**config.mk**
```make
export PLATFORM = sky130hd
export DESIGN_NAME = ir_nec_decoder
export DESIGN_NICKNAME = d
export VERILOG_FILES = /design/src/rtl/ir_nec_pkg.sv /design/src/rtl/ir_pulse_timer.sv /design/src/rtl/ir_nec_decoder.sv
export SDC_FILE = /design/constraint.sdc
export NUM_CORES = 1
export LEC_CHECK = 0
export ABC_AREA = 1
export CORE_MARGIN = 2
export CORE_UTILIZATION = 55
export DETAILED_ROUTE_END_ITERATION = 16
export GPL_TIMING_DRIVEN = 1
export HOLD_SLACK_MARGIN = 0.08
export PLACE_DENSITY = 0.83
export SYNTH_ARGS = -nofsm -noshare
export SYNTH_HDL_FRONTEND = slang
export SYNTH_SLANG_ARGS = --single-unit
```
**constraint.sdc**
```tcl
create_clock -name clk -period 5 [get_ports clk]
set_input_delay 1 -clock clk [delete_from_list [all_inputs] [get_ports clk]]
set_output_delay 1 -clock clk [all_outputs]
set_load 0.05 [all_outputs]
```
**src/rtl/ir_nec_pkg.sv**
```systemverilog
`timescale 1ns/1ps
// ir_nec_pkg: shared types and constants for the NEC IR decoder.
// FSM state encoding, width-counter size and nominal NEC protocol timings.
// Optional checksum enforcement is selected with the IR_NEC_CHECKSUM_EN macro.
package ir_nec_pkg;

    // Pulse width counter width in microsecond ticks (covers the 20 ms timeout)
    localparam int WIDTH_W  = 15;
    // Bit index width for a 32-bit NEC frame
    localparam int BITCNT_W = 5;

    // Nominal NEC timings in microseconds
    localparam int NEC_LEAD_MARK_US  = 9000;
    localparam int NEC_LEAD_SPACE_US = 4500;
    localparam int NEC_RPT_SPACE_US  = 2250;
    localparam int NEC_BIT_MARK_US   = 562;
    localparam int NEC_ZERO_SPACE_US = 562;
    localparam int NEC_ONE_SPACE_US  = 1687;

    typedef enum logic [2:0] {
        ST_IDLE       = 3'd0,
        ST_LEAD_MARK  = 3'd1,
        ST_LEAD_SPACE = 3'd2,
        ST_BIT_MARK   = 3'd3,
        ST_BIT_SPACE  = 3'd4
    } state_t;

    // NEC integrity rule: each data byte is followed by its bitwise inverse
    function automatic logic nec_checksum_ok(input logic [31:0] f);
        return (f[15:8] == ~f[7:0]) && (f[31:24] == ~f[23:16]);
    endfunction

endpackage

```
**src/rtl/ir_pulse_timer.sv**
```systemverilog
`timescale 1ns/1ps
// ir_pulse_timer: conditions the raw IR pin and measures time between edges.
// Two-flop synchronizer, registered fall/rise detection, a 1 us prescaler and a
// saturating width counter. Prescaler and width restart on every detected edge,
// one cycle after the edge pulse is presented, so the consumer sees the full
// width of the interval that the edge just closed.
module ir_pulse_timer
    import ir_nec_pkg::*;
#(
    parameter int CLK_DIV    = 50,
    parameter int TIMEOUT_US = 20000
) (
    input  logic               clk,
    input  logic               reset_n,
    input  logic               i_rx_n,
    output logic               o_fall,
    output logic               o_rise,
    output logic [WIDTH_W-1:0] o_width
);

    localparam int                 PRE_W       = (CLK_DIV > 1) ? $clog2(CLK_DIV) : 1;
    localparam logic [PRE_W-1:0]   LP_PRE_LAST = PRE_W'(CLK_DIV - 1);
    localparam logic [WIDTH_W-1:0] LP_TIMEOUT  = WIDTH_W'(TIMEOUT_US);

    logic               r_sync1;
    logic               r_sync2;
    logic               r_sync3;
    logic               r_fall;
    logic               r_rise;
    logic [PRE_W-1:0]   r_pre;
    logic [WIDTH_W-1:0] r_width;
    logic               w_tick;
    logic               w_edge;

    assign w_tick = (r_pre == LP_PRE_LAST);
    assign w_edge = r_fall | r_rise;

    // Synchronize the pin (idle high) and register one-cycle edge pulses
    always_ff @(posedge clk or negedge reset_n) begin
        if (!reset_n) begin
            r_sync1 <= 1'b1;
            r_sync2 <= 1'b1;
            r_sync3 <= 1'b1;
            r_fall  <= 1'b0;
            r_rise  <= 1'b0;
        end else begin
            r_sync1 <= i_rx_n;
            r_sync2 <= r_sync1;
            r_sync3 <= r_sync2;
            r_fall  <= r_sync3 & ~r_sync2;
            r_rise  <= ~r_sync3 & r_sync2;
        end
    end

    // Microsecond prescaler and saturating width counter, both restarted by an edge
    always_ff @(posedge clk or negedge reset_n) begin
        if (!reset_n) begin
            r_pre   <= '0;
            r_width <= '0;
        end else if (w_edge) begin
            r_pre   <= '0;
            r_width <= '0;
        end else if (w_tick) begin
            r_pre <= '0;
            if (r_width < LP_TIMEOUT) begin
                r_width <= r_width + WIDTH_W'(1);
            end
        end else begin
            r_pre <= r_pre + PRE_W'(1);
        end
    end

    assign o_fall  = r_fall;
    assign o_rise  = r_rise;
    assign o_width = r_width;

endmodule

```
**src/rtl/ir_nec_decoder.sv**
```systemverilog
`timescale 1ns/1ps
// ir_nec_decoder: NEC remote-control frame decoder for the IR PIO input.
// Decodes leader, 32 data bits (LSB first) and repeat codes from the active-low
// receiver pin. Emits one-cycle valid/repeat/error strobes and a sticky
// data_ready level cleared by ack. Define IR_NEC_CHECKSUM_EN to reject frames
// whose address/command bytes are not followed by their inverses.
module ir_nec_decoder
    import ir_nec_pkg::*;
#(
    parameter int CLK_DIV           = 50,
    parameter int LEAD_MARK_MIN_US  = 8000,
    parameter int DATA_SPACE_MIN_US = 3500,
    parameter int RPT_SPACE_MIN_US  = 1800,
    parameter int BIT_MARK_MAX_US   = 1000,
    parameter int BIT_ONE_MIN_US    = 1125,
    parameter int TIMEOUT_US        = 20000
) (
    input  logic        clk,
    input  logic        reset_n,
    input  logic        ir_rx_n,
    input  logic        ack,
    output logic [31:0] frame_data,
    output logic        frame_valid,
    output logic        repeat_valid,
    output logic        frame_error,
    output logic        data_ready,
    output state_t      o_dbg_state
);

    localparam logic [WIDTH_W-1:0]  LP_LEAD_MARK_MIN  = WIDTH_W'(LEAD_MARK_MIN_US);
    localparam logic [WIDTH_W-1:0]  LP_DATA_SPACE_MIN = WIDTH_W'(DATA_SPACE_MIN_US);
    localparam logic [WIDTH_W-1:0]  LP_RPT_SPACE_MIN  = WIDTH_W'(RPT_SPACE_MIN_US);
    localparam logic [WIDTH_W-1:0]  LP_BIT_MARK_MAX   = WIDTH_W'(BIT_MARK_MAX_US);
    localparam logic [WIDTH_W-1:0]  LP_BIT_ONE_MIN    = WIDTH_W'(BIT_ONE_MIN_US);
    localparam logic [WIDTH_W-1:0]  LP_TIMEOUT        = WIDTH_W'(TIMEOUT_US);
    localparam logic [BITCNT_W-1:0] LP_LAST_BIT       = BITCNT_W'(31);

    logic               w_fall;
    logic               w_rise;
    logic [WIDTH_W-1:0] w_width;
    logic               w_timeout;
    logic               w_bit;
    logic [31:0]        w_shift_next;
    logic               w_frame_ok;

    state_t              r_state;
    logic [BITCNT_W-1:0] r_bitcnt;
    logic [31:0]         r_shift;
    logic [31:0]         r_frame_data;
    logic                r_frame_valid;
    logic                r_repeat_valid;
    logic                r_frame_error;
    logic                r_data_ready;

    ir_pulse_timer #(
        .CLK_DIV    (CLK_DIV),
        .TIMEOUT_US (TIMEOUT_US)
    ) u_timer (
        .clk     (clk),
        .reset_n (reset_n),
        .i_rx_n  (ir_rx_n),
        .o_fall  (w_fall),
        .o_rise  (w_rise),
        .o_width (w_width)
    );

    // A stuck line only matters once a frame has started; IDLE saturation is silent
    assign w_timeout = (r_state != ST_IDLE) && (w_width == LP_TIMEOUT);
    assign w_bit     = (w_width >= LP_BIT_ONE_MIN);

`ifdef IR_NEC_CHECKSUM_EN
    assign w_frame_ok = nec_checksum_ok(w_shift_next);
`else
    assign w_frame_ok = 1'b1;
`endif

    // Shift register image with the bit just decoded placed at the current index
    always_comb begin
        w_shift_next           = r_shift;
        w_shift_next[r_bitcnt] = w_bit;
    end

    // Frame decode FSM: walks leader and data bits on synchronized edges, drives strobes
    always_ff @(posedge clk or negedge reset_n) begin
        if (!reset_n) begin
            r_state        <= ST_IDLE;
            r_bitcnt       <= '0;
            r_shift        <= '0;
            r_frame_data   <= '0;
            r_frame_valid  <= 1'b0;
            r_repeat_valid <= 1'b0;
            r_frame_error  <= 1'b0;
        end else begin
            r_frame_valid  <= 1'b0;
            r_repeat_valid <= 1'b0;
            r_frame_error  <= 1'b0;
            case (r_state)
                ST_IDLE: begin
                    if (w_fall) begin
                        r_state <= ST_LEAD_MARK;
                    end
                end
                ST_LEAD_MARK: begin
                    if (w_rise && (w_width >= LP_LEAD_MARK_MIN)) begin
                        r_state <= ST_LEAD_SPACE;
                    end else if (w_rise || w_timeout) begin
                        r_frame_error <= 1'b1;
                        r_state       <= ST_IDLE;
                        r_bitcnt      <= '0;
                    end
                end
                ST_LEAD_SPACE: begin
                    if (w_fall && (w_width >= LP_DATA_SPACE_MIN)) begin
                        r_state  <= ST_BIT_MARK;
                        r_bitcnt <= '0;
                        r_shift  <= '0;
                    end else if (w_fall && (w_width >= LP_RPT_SPACE_MIN)) begin
                        r_repeat_valid <= 1'b1;
                        r_state        <= ST_IDLE;
                    end else if (w_fall || w_timeout) begin
                        r_frame_error <= 1'b1;
                        r_state       <= ST_IDLE;
                        r_bitcnt      <= '0;
                    end
                end
                ST_BIT_MARK: begin
                    if (w_rise && (w_width <= LP_BIT_MARK_MAX)) begin
                        r_state <= ST_BIT_SPACE;
                    end else if (w_rise || w_timeout) begin
                        r_frame_error <= 1'b1;
                        r_state       <= ST_IDLE;
                        r_bitcnt      <= '0;
                    end
                end
                ST_BIT_SPACE: begin
                    if (w_fall) begin
                        r_shift <= w_shift_next;
                        if (r_bitcnt == LP_LAST_BIT) begin
                            // Stop mark is not checked; its rise is absorbed in IDLE
                            r_state  <= ST_IDLE;
                            r_bitcnt <= '0;
                            if (w_frame_ok) begin
                                r_frame_data  <= w_shift_next;
                                r_frame_valid <= 1'b1;
                            end else begin
                                r_frame_error <= 1'b1;
                            end
                        end else begin
                            r_bitcnt <= r_bitcnt + BITCNT_W'(1);
                            r_state  <= ST_BIT_MARK;
                        end
                    end else if (w_timeout) begin
                        r_frame_error <= 1'b1;
                        r_state       <= ST_IDLE;
                        r_bitcnt      <= '0;
                    end
                end
                default: begin
                    r_state  <= ST_IDLE;
                    r_bitcnt <= '0;
                end
            endcase
        end
    end

    // Sticky ready flag: a new frame wins over a coincident ack
    always_ff @(posedge clk or negedge reset_n) begin
        if (!reset_n) begin
            r_data_ready <= 1'b0;
        end else if (r_frame_valid) begin
            r_data_ready <= 1'b1;
        end else if (ack) begin
            r_data_ready <= 1'b0;
        end
    end

    assign frame_data   = r_frame_data;
    assign frame_valid  = r_frame_valid;
    assign repeat_valid = r_repeat_valid;
    assign frame_error  = r_frame_error;
    assign data_ready   = r_data_ready;
    assign o_dbg_state  = r_state;

endmodule
```
==> impl_metrics.tcl, run 1 <==
set metrics [dict create \
    grt_pass1_wl_um 21900 \
    final_util_pct 63.8 \
    required_ns 5.25 \
    path_clk_slew_ns 0.09 \
    num_vias 4997 \
    final_nets 773 \
    multi_input_area_sq_um 2640 \
    yosysSeqAreaShare_pct 46.1 \
    setup_ws_ns 1.93 \
    reg2reg_to "frame_data[9]" \
    die_h_um 104 \
    clock_tree.root_cell "clkbuf_8" \
    ctsHoldBuffers 0 \
    drv_cap 0 \
    syn_avg_cell_area_sq_um 7.62 \
    gp_congestion 0.932 \
    dieArea_sq_um 10900 \
    syn_inst 728 \
    drc 0 \
    ys_ff_latch 102 \
    io_pins 43 \
    tritoncts "yes" \
    power.leakage_nw 3.12 \
    reg2reg_slack_ns 1.93 \
    fillCellCount 866 \
    seqCellArea_sq_um 2560 \
    cts_resized 0 \
    r2r_cells 8 \
    die_w_um 104 \
    core_sq_um 9770 \
    synth_top_area_cell "dfrtp_1" \
    first_pass_iters 6 \
    grt_pass1_vias 4780 \
    synth_edf_count 0 \
    finalSetupViolations 0 \
    crit_path_end_kind "register" \
    syn-cell-area_sq_um 5540 \
    place_hpwl_um 8690 \
    yosysTopAreaCellShare_pct 44.7 \
    ys_top_cells_by_count "nand2_1 (203), dfrtp_1 (99), nand3_1 (89), nor2_1 (89), inv_1 (50)" \
    fmax_mhz 326 \
    cp_data_arrival_time_ns 3.33 \
    synth_async_sr_flop_share_pct 100 \
    rr_startpoint "o_dbg_state[1]" \
    ys_top_cells_by_area "dfrtp_1 (45%), nand2_1 (14%), nand3_1 (8.0%), nor2_1 (6.0%), nand4_1 (5.1%)" \
    cts_setup_buffers 0 \
    yosysMostFrequentCell "nand2_1" \
    clock_path_buffers 2 \
    drive_above_1_share_pct 11.5 \
    yosysUniqueCellTypes 37 \
    hold_viol_final 0 \
    cp-start-kind "register" \
    io_buffers 42 \
    num_rows 36 \
    worst_pin_slew_ns 1.20 \
    skew_ns 0.00947 \
    post-route-min-period_ns 3.07 \
    insertedDiodeCount 0 \
    fin_tns_setup_ns 0 \
    cp_max_fo 35 \
    period_share_pct 61.4 \
    min_path_type "reg -> reg" \
    final_antenna_net_count 0 \
    grt_setup_unrepaired "no" \
    max-vdd-ir-drop_v 0.000204 \
    relSlewSlack_pct 19.8 \
    ys_warn_count 0 \
    worst-setup-path-type "reg -> reg" \
    grt_max_degree 69 \
    maxSlewViolCount 0 \
    ys.flop_type "dfrtp_1" \
    endpoint "frame_data[9]" \
    clock_latency_ns 0.36 \
    synth_nets 742 \
    clkSinkCount 102 \
    whs_ns 0.363 \
    numCtsBuffers 9 \
    grt_overflow_total 0 \
    avgViaCountPerCell 5.57 \
    p_per_area_nw_per_um2 244 \
    wl_um 12900 \
    start_util_pct 56.7 \
    htree_levels 3 \
    wire_per_inst_um 14.3 \
    p_total_mw 1.52 \
    drt_iter0_drc 360 \
    antenna_found_initial 0 \
    post-place-ws_ns 1.95 \
    syn_to_final_growth_pct 12.5 \
    track_usage_pct 24.2 \
    cp-startpoint "o_dbg_state[1]" \
    status "finished, final reports clean" \
]
==> placed cells by master (no fill, tap or decap), drive strengths merged, types with 2 or more instances in the layout <==
cell	n
ha	10
nand3	91
nor3b	2
xor2	3
clkinv	6
buf	5
inv	58
dfrtp	99
or2	33
a21oi	12
nor2	100
o21ai	19
clkbuf	10
dfstp	3
nor3	6
nand4	45
clkdlybuf4s50	41
nor4	2
nand2	208
==> through the flow <==
step	instance area, sq um	instances
after detailed placement	6040	881
after floorplan	5540	728
after CTS	6230	897
final	6230	897
after global routing	6230	897
after global placement	6040	881
==> cell type report <==
| type | count | area share [%] |
|---|---|---|
| clock buffers | 10 | 2.21 |
| clock inverters | 6 | 0.983 |
| inverters | 60 | 3.61 |
| multi-input cells | 540 | 42.3 |
| flip-flops and latches | 102 | 41.0 |
| well taps | 133 | 2.67 |
| repair buffers | 46 | 7.18 |
==> logic make-up after synthesis <==
| group | Yosys count | share of synthesized area, % |
|---|---|---|
| buffers and inverters | 86 | 6.43 |
| AO/OA/AOI/OAI | 37 | 3.70 |
| XOR/XNOR | 4 | 0.632 |
| flip-flops | 102 | 46.1 |
| adder cells (fa/ha/maj) | 10 | 2.26 |
| AND/OR/NAND/NOR | 489 | 40.9 |
==> registers in the layout, indices dropped and copies added (netlist names) <==
name and flops:
u_timer.o_rise 1, o_dbg_state 3, r_shift 32, frame_data 32, frame_error 1, u_timer.r_sync3 1, u_timer.r_pre 6, r_bitcnt 5
data_ready 1, frame_valid 1, repeat_valid 1, u_timer.o_width 15, u_timer.o_fall 1, u_timer.r_sync2 1, u_timer.r_sync1 1
==> power by group <==
| group | internal [mW] | switching, mW | total, mW |
|---|---|---|---|
| sequential | 0.841 | 0.0173 | 0.858 |
| combinational | 0.0422 | 0.101 | 0.143 |
| clock | 0.244 | 0.278 | 0.521 |
| total | 1.13 | 0.396 | 1.52 |
==> per-layer routing <==
layer  up-vias  GRT usage, %  share of wire, %
met1      2372          32.9                45
met5         -             0                 0
met2       171          39.2                48
met4         0          9.07               1.9
li1       2432             -                 -
met3        22          3.76               5.6
==> how the worst min path moves through the flow <==
stage	to	cells past startpoint	from
floorplan	u_timer.r_sync2	0	u_timer.r_sync1
finish	u_timer.r_sync2	0	u_timer.r_sync1
global route	u_timer.r_sync2	0	u_timer.r_sync1
CTS	u_timer.r_sync2	0	u_timer.r_sync1
global placement	u_timer.r_sync2	0	u_timer.r_sync1
detailed placement	u_timer.r_sync2	0	u_timer.r_sync1
==> critical path, cell delays in order (launching register included) <==
cell	delay (ns)
dfrtp_1	0.42
nor2_1	0.14
nand2_1	0.14
nor2_4	0.71
inv_2	0.13
nor2_4	0.70
inv_2	0.46
nand2_1	0.17
nand2_1	0.06
Power figures use the tool's default switching activity.
==> run 2, diff against run 1 <==
==> constraint.sdc (replaced) <==
create_clock -name clk -period 3.2 [get_ports clk]
set_input_delay 0.64 -clock clk [delete_from_list [all_inputs] [get_ports clk]]
set_output_delay 0.64 -clock clk [all_outputs]
set_load 0.05 [all_outputs]
==> impl_metrics.tcl, run 2 (synthesized netlist as in run 1, its figures left out) <==
set metrics [dict create \
    status "finished, final reports clean" \
    drv_cap 0 \
    numCtsBuffers 9 \
    slowest_stage "clkdlybuf4s50_1" \
    finalInstanceArea_sq_um 6260 \
    swShare_pct 26.9 \
    clkPwrFrac_pct 34.6 \
    post-route-min-period_ns 2.28 \
    htree_levels 3 \
    rr_startpoint "r_bitcnt[1]" \
    clock_tree.root_cell "clkbuf_8" \
    worstPathCellList "clkdlybuf4s50_1" \
    die_w_um 104 \
    insertedDiodeCount 0 \
    final_cell_mix "nand2_1 (203), dfrtp_1 (99), nor2_1 (89), nand3_1 (89), inv_1 (50)" \
    hold_viol_final 0 \
    avgViaCountPerCell 5.59 \
    gp_congestion 0.940 \
    fin_tns_setup_ns 0 \
    post-place-ws_ns 1.02 \
    required_ns 2.56 \
    netSwitchingPower_mw 0.643 \
    dieArea_sq_um 10900 \
    p_total_mw 2.39 \
    final_common_cell "nand2_1" \
    whs_ns 0.364 \
    max-vdd-ir-drop_v 0.000257 \
    grt_setup_unrepaired "no" \
    core_sq_um 9770 \
    io_buffers 42 \
    power.leakage_nw 3.14 \
    die_h_um 104 \
    tritoncts "yes" \
    final_nets 778 \
    track_usage_pct 24.8 \
    final_antenna_net_count 0 \
    place_hpwl_um 8780 \
    worst_pin_slew_ns 0.942 \
    min_from "u_timer.r_sync1" \
    combPwrFrac_pct 9.4 \
    io_pins 43 \
    reg2reg_to "frame_data[26]" \
    placed_area_sq_um 6060 \
    pwr-share-seq_pct 56.0 \
    num_rows 36 \
    antenna_found_initial 0 \
    internal_power_mw 1.75 \
    drt_iter0_drc 361 \
    r2r_cells 9 \
    worstHoldEndpoint "u_timer.r_sync2" \
    skew_ns 0.00899 \
    clock_path_buffers 2 \
    first_pass_iters 5 \
    ctsHoldBuffers 0 \
    period_share_pct 71.3 \
    cp_data_arrival_time_ns 1.64 \
    min_path_type "reg -> reg" \
    slowest_delay_ns 0.84 \
    clock_latency_ns 0.38 \
    start_util_pct 56.7 \
    hold_depth 0 \
    cts_setup_buffers 0 \
    clkSinkCount 102 \
    drive_above_1_share_pct 12.0 \
    crit_path_end_kind "primary output" \
    drc 0 \
    finalSetupViolations 0 \
    setup_ws_ns 0.919 \
    wire_per_inst_um 14.1 \
    cts_resized 0 \
    grt_pass1_wl_um 22300 \
    cp_max_fo 5 \
    p_per_area_nw_per_um2 382 \
    crit_family "buffers and inverters" \
    fmax_mhz 438 \
    cp-start-kind "register" \
    worst-setup-path-type "reg -> out" \
    num_vias 5042 \
    grt_max_degree 77 \
    path_clk_slew_ns 0.10 \
    syn_to_final_growth_pct 13.0 \
    reg2reg_slack_ns 1.01 \
    wl_um 12700 \
    crit_buf_inv 1 \
    grt_overflow_total 0 \
    grt_pass1_vias 4983 \
    maxSlewViolCount 0 \
    relSlewSlack_pct 37.2 \
]
run 2: changes by cell type in the layout (fill, tap and decap cells not counted), sizes merged:
cell | previous run | this run
buf | 5 | 10
clkinv | 6 | 5
clkinvlp | 1 | 0
inv | 58 | 60
run 2: worst max-delay path by stage:
stage	cells past startpoint	start	endpoint
after floorplan	9	o_dbg_state[0]	frame_data[10]
after global placement	9	r_bitcnt[0]	frame_data[15]
after detailed placement	9	r_bitcnt[0]	frame_data[26]
after CTS	1	o_dbg_state[2]	o_dbg_state[2]
after global routing	9	r_bitcnt[0]	frame_data[2]
final	1	o_dbg_state[2]	o_dbg_state[2]
run 2: per-layer routing:
layer | wire length (um) | up-vias | global-route usage, %
met5 | 0 | - | 0
met2 | 6090 | 193 | 40.8
met4 | 259 | 0 | 9.46
met1 | 5640 | 2393 | 32.8
li1 | - | 2434 | -
met3 | 749 | 22 | 4.14
run 2: area by class of cell:
class / count / area, sq um
Clock inverter: 6 / 70.1
Multi-Input combinational cell: 540 / 2630
Sequential cell: 102 / 2560
Timing Repair Buffer: 51 / 485
Clock buffer: 10 / 128
Inverter: 60 / 225
Tap cell: 133 / 166
Fill cell: 852 / 3510
run 2: per-stage QoR:
step / std cells / util (%)
after global routing: 902 / 64.1
after floorplan: 728 / -
after CTS: 902 / 64.1
after global placement: 886 / 62.0
after detailed placement: 886 / 62.0
final: 902 / 64.1
run 2: power by group through the flow:
| stage | logic [mW] | clock network, mW | registers, mW |
|---|---|---|---|
| 2_1_floorplan | 0.121 | 0 | 1.39 |
| 3_3_place_gp | 0.217 | 0 | 1.36 |
| 3_5_place_dp | 0.225 | 0 | 1.37 |
| 4_1_cts | 0.226 | 0.844 | 1.34 |
| 5_1_grt | 0.251 | 0.890 | 1.34 |
| 6_report | 0.225 | 0.828 | 1.34 |
==> run 3, diff against run 2 <==
==> constraint.sdc (replaced) <==
create_clock -name clk -period 2.1 [get_ports clk]
set_input_delay 0.42 -clock clk [delete_from_list [all_inputs] [get_ports clk]]
set_output_delay 0.42 -clock clk [all_outputs]
set_load 0.05 [all_outputs]
==> impl_metrics.tcl, run 3 (synthesized netlist as in run 1, its figures left out) <==
set metrics [dict create \
    clkSinkCount 102 \
    final_antenna_net_count 0 \
    internal_power_mw 2.68 \
    finalSetupViolations 0 \
    period_share_pct 97.1 \
    pwr-share-seq_pct 55.5 \
    num_vias 5017 \
    status "finished, final reports clean" \
    skew_ns 0.0106 \
    clock_path_buffers 2 \
    htree_levels 3 \
    swShare_pct 27.2 \
    cts_setup_buffers 0 \
    dieArea_sq_um 10900 \
    num_rows 36 \
    crit_path_end_kind "primary output" \
    first_pass_iters 5 \
    worstHoldEndpoint "u_timer.r_sync2" \
    multi_input_area_sq_um 2630 \
    cp_data_arrival_time_ns 1.62 \
    crit_buf_inv 1 \
    die_w_um 104 \
    wire_per_inst_um 14.6 \
    grt_setup_unrepaired "no" \
    drt_iter0_drc 507 \
    relSlewSlack_pct 63.1 \
    drive_above_1_share_pct 12.4 \
    core_sq_um 9770 \
    grt_pass1_wl_um 22700 \
    track_usage_pct 25.6 \
    final_cell_mix "nand2_1 (203), dfrtp_1 (99), nor2_1 (89), nand3_1 (89), inv_1 (50)" \
    clkPwrFrac_pct 34.9 \
    place_hpwl_um 9080 \
    fmax_mhz 490 \
    final_nets 783 \
    power.leakage_nw 3.20 \
    maxSlewViolCount 0 \
    grt_pass1_vias 4866 \
    final_util_pct 65.0 \
    hold_depth 0 \
    io_pins 43 \
    met3_usage_pct 3.38 \
    hold_viol_final 0 \
    syn_to_final_growth_pct 14.6 \
    combPwrFrac_pct 9.6 \
    p_per_area_nw_per_um2 579 \
    max-vdd-ir-drop_v 0.000498 \
    drc 0 \
    grt_overflow_total 0 \
    clock_tree.root_cell "clkbuf_8" \
    wl_um 13300 \
    tritoncts "yes" \
    grtUsageMet2_pct 40.7 \
    cp-start-kind "register" \
    worst_pin_slew_ns 0.554 \
    rr_startpoint "r_bitcnt[1]" \
    seqCellArea_sq_um 2560 \
    gp_congestion 0.954 \
    insertedDiodeCount 0 \
    grt_use_met1_pct 34.7 \
    clock_latency_ns 0.38 \
    path_clk_slew_ns 0.10 \
    min_from "u_timer.r_sync1" \
    slowest_delay_ns 0.82 \
    reg2reg_slack_ns 0.17 \
    netSwitchingPower_mw 1.00 \
    avgViaCountPerCell 5.53 \
    cp_max_fo 4 \
    placed_area_sq_um 6130 \
    slowest_stage "clkdlybuf4s50_1" \
    start_util_pct 56.7 \
    final_common_cell "nand2_1" \
    finalInstanceArea_sq_um 6360 \
    grt_busiest_layer "met2" \
    worst-setup-path-type "reg -> out" \
    antenna_found_initial 0 \
    grt_max_degree 41 \
    post-route-min-period_ns 2.04 \
    min_path_type "reg -> reg" \
    reg2reg_to "frame_data[4]" \
    crit_family "buffers and inverters" \
    required_ns 1.68 \
    io_buffers 42 \
    worstPathCellList "clkdlybuf4s50_1" \
    fin_tns_setup_ns 0 \
    r2r_cells 9 \
    die_h_um 104 \
    drv_cap 0 \
    fillCellCount 815 \
    numCtsBuffers 9 \
]
[run 3: cell count changes in the layout (fill, tap and decap cells not counted), sizes merged]
cell / previous run / this run
buf: 10 / 14
clkdlybuf4s50: 41 / 40
clkinv: 5 / 4
dlygate4sd3: 0 / 1
dlymetal6s2s: 0 / 1
inv: 60 / 61
[run 3: timing repair]
action | in CTS | in global routing
hold endpoints to repair | 34 | 0
endpoints found under the setup margin | 0 | 33
hold buffers | 1 | 0
gates resized for setup | 0 | 6
[run 3: metal layers]
layer | up-vias | part of all wire, %
li1 | 2445 | -
met1 | 2340 | 44
met2 | 208 | 48
met3 | 24 | 5.9
met4 | 0 | 2.1
met5 | - | 0
[run 3: power by group through the flow]
stage	sequential, mW	combinational, mW	clock, mW
after floorplan	2.11	0.185	0
after global placement	2.08	0.342	0
after detailed placement	2.08	0.354	0
after CTS	2.04	0.357	1.31
after global routing	2.05	0.404	1.39
final	2.04	0.353	1.28
[run 3: cell type report]
class	instances	area share [%]
clock inverters	6	1.08
inverters	60	3.58
repair buffers	56	9.09
multi-input cells	540	41.4
well taps	133	2.62
flip-flops and latches	102	40.2
clock buffers	10	2.01
[run 3: how the worst max path moves through the flow]
stage,start,end,cells past startpoint
after floorplan,o_dbg_state[0],frame_data[10],9
after CTS,o_dbg_state[2],o_dbg_state[2],1
after global routing,r_bitcnt[1],frame_data[15],9
after detailed placement,r_bitcnt[1],frame_data[4],9
final,o_dbg_state[0],o_dbg_state[0],1
after global placement,r_bitcnt[1],frame_data[1],9
[run 3: stage by stage]
stage | power [mW] | std cells | setup WS, ns | hold WS, ns
6_report | 3.68 | 907 | 0.0601 | 0.366
5_1_grt | 3.85 | 907 | 0.0284 | 0.374
3_3_place_gp | 2.42 | 890 | 0.220 | 0.351
2_1_floorplan | 2.30 | 728 | 0.390 | 0.124
4_1_cts | 3.71 | 907 | 0.0310 | 0.366
3_5_place_dp | 2.43 | 890 | 0.102 | 0.347
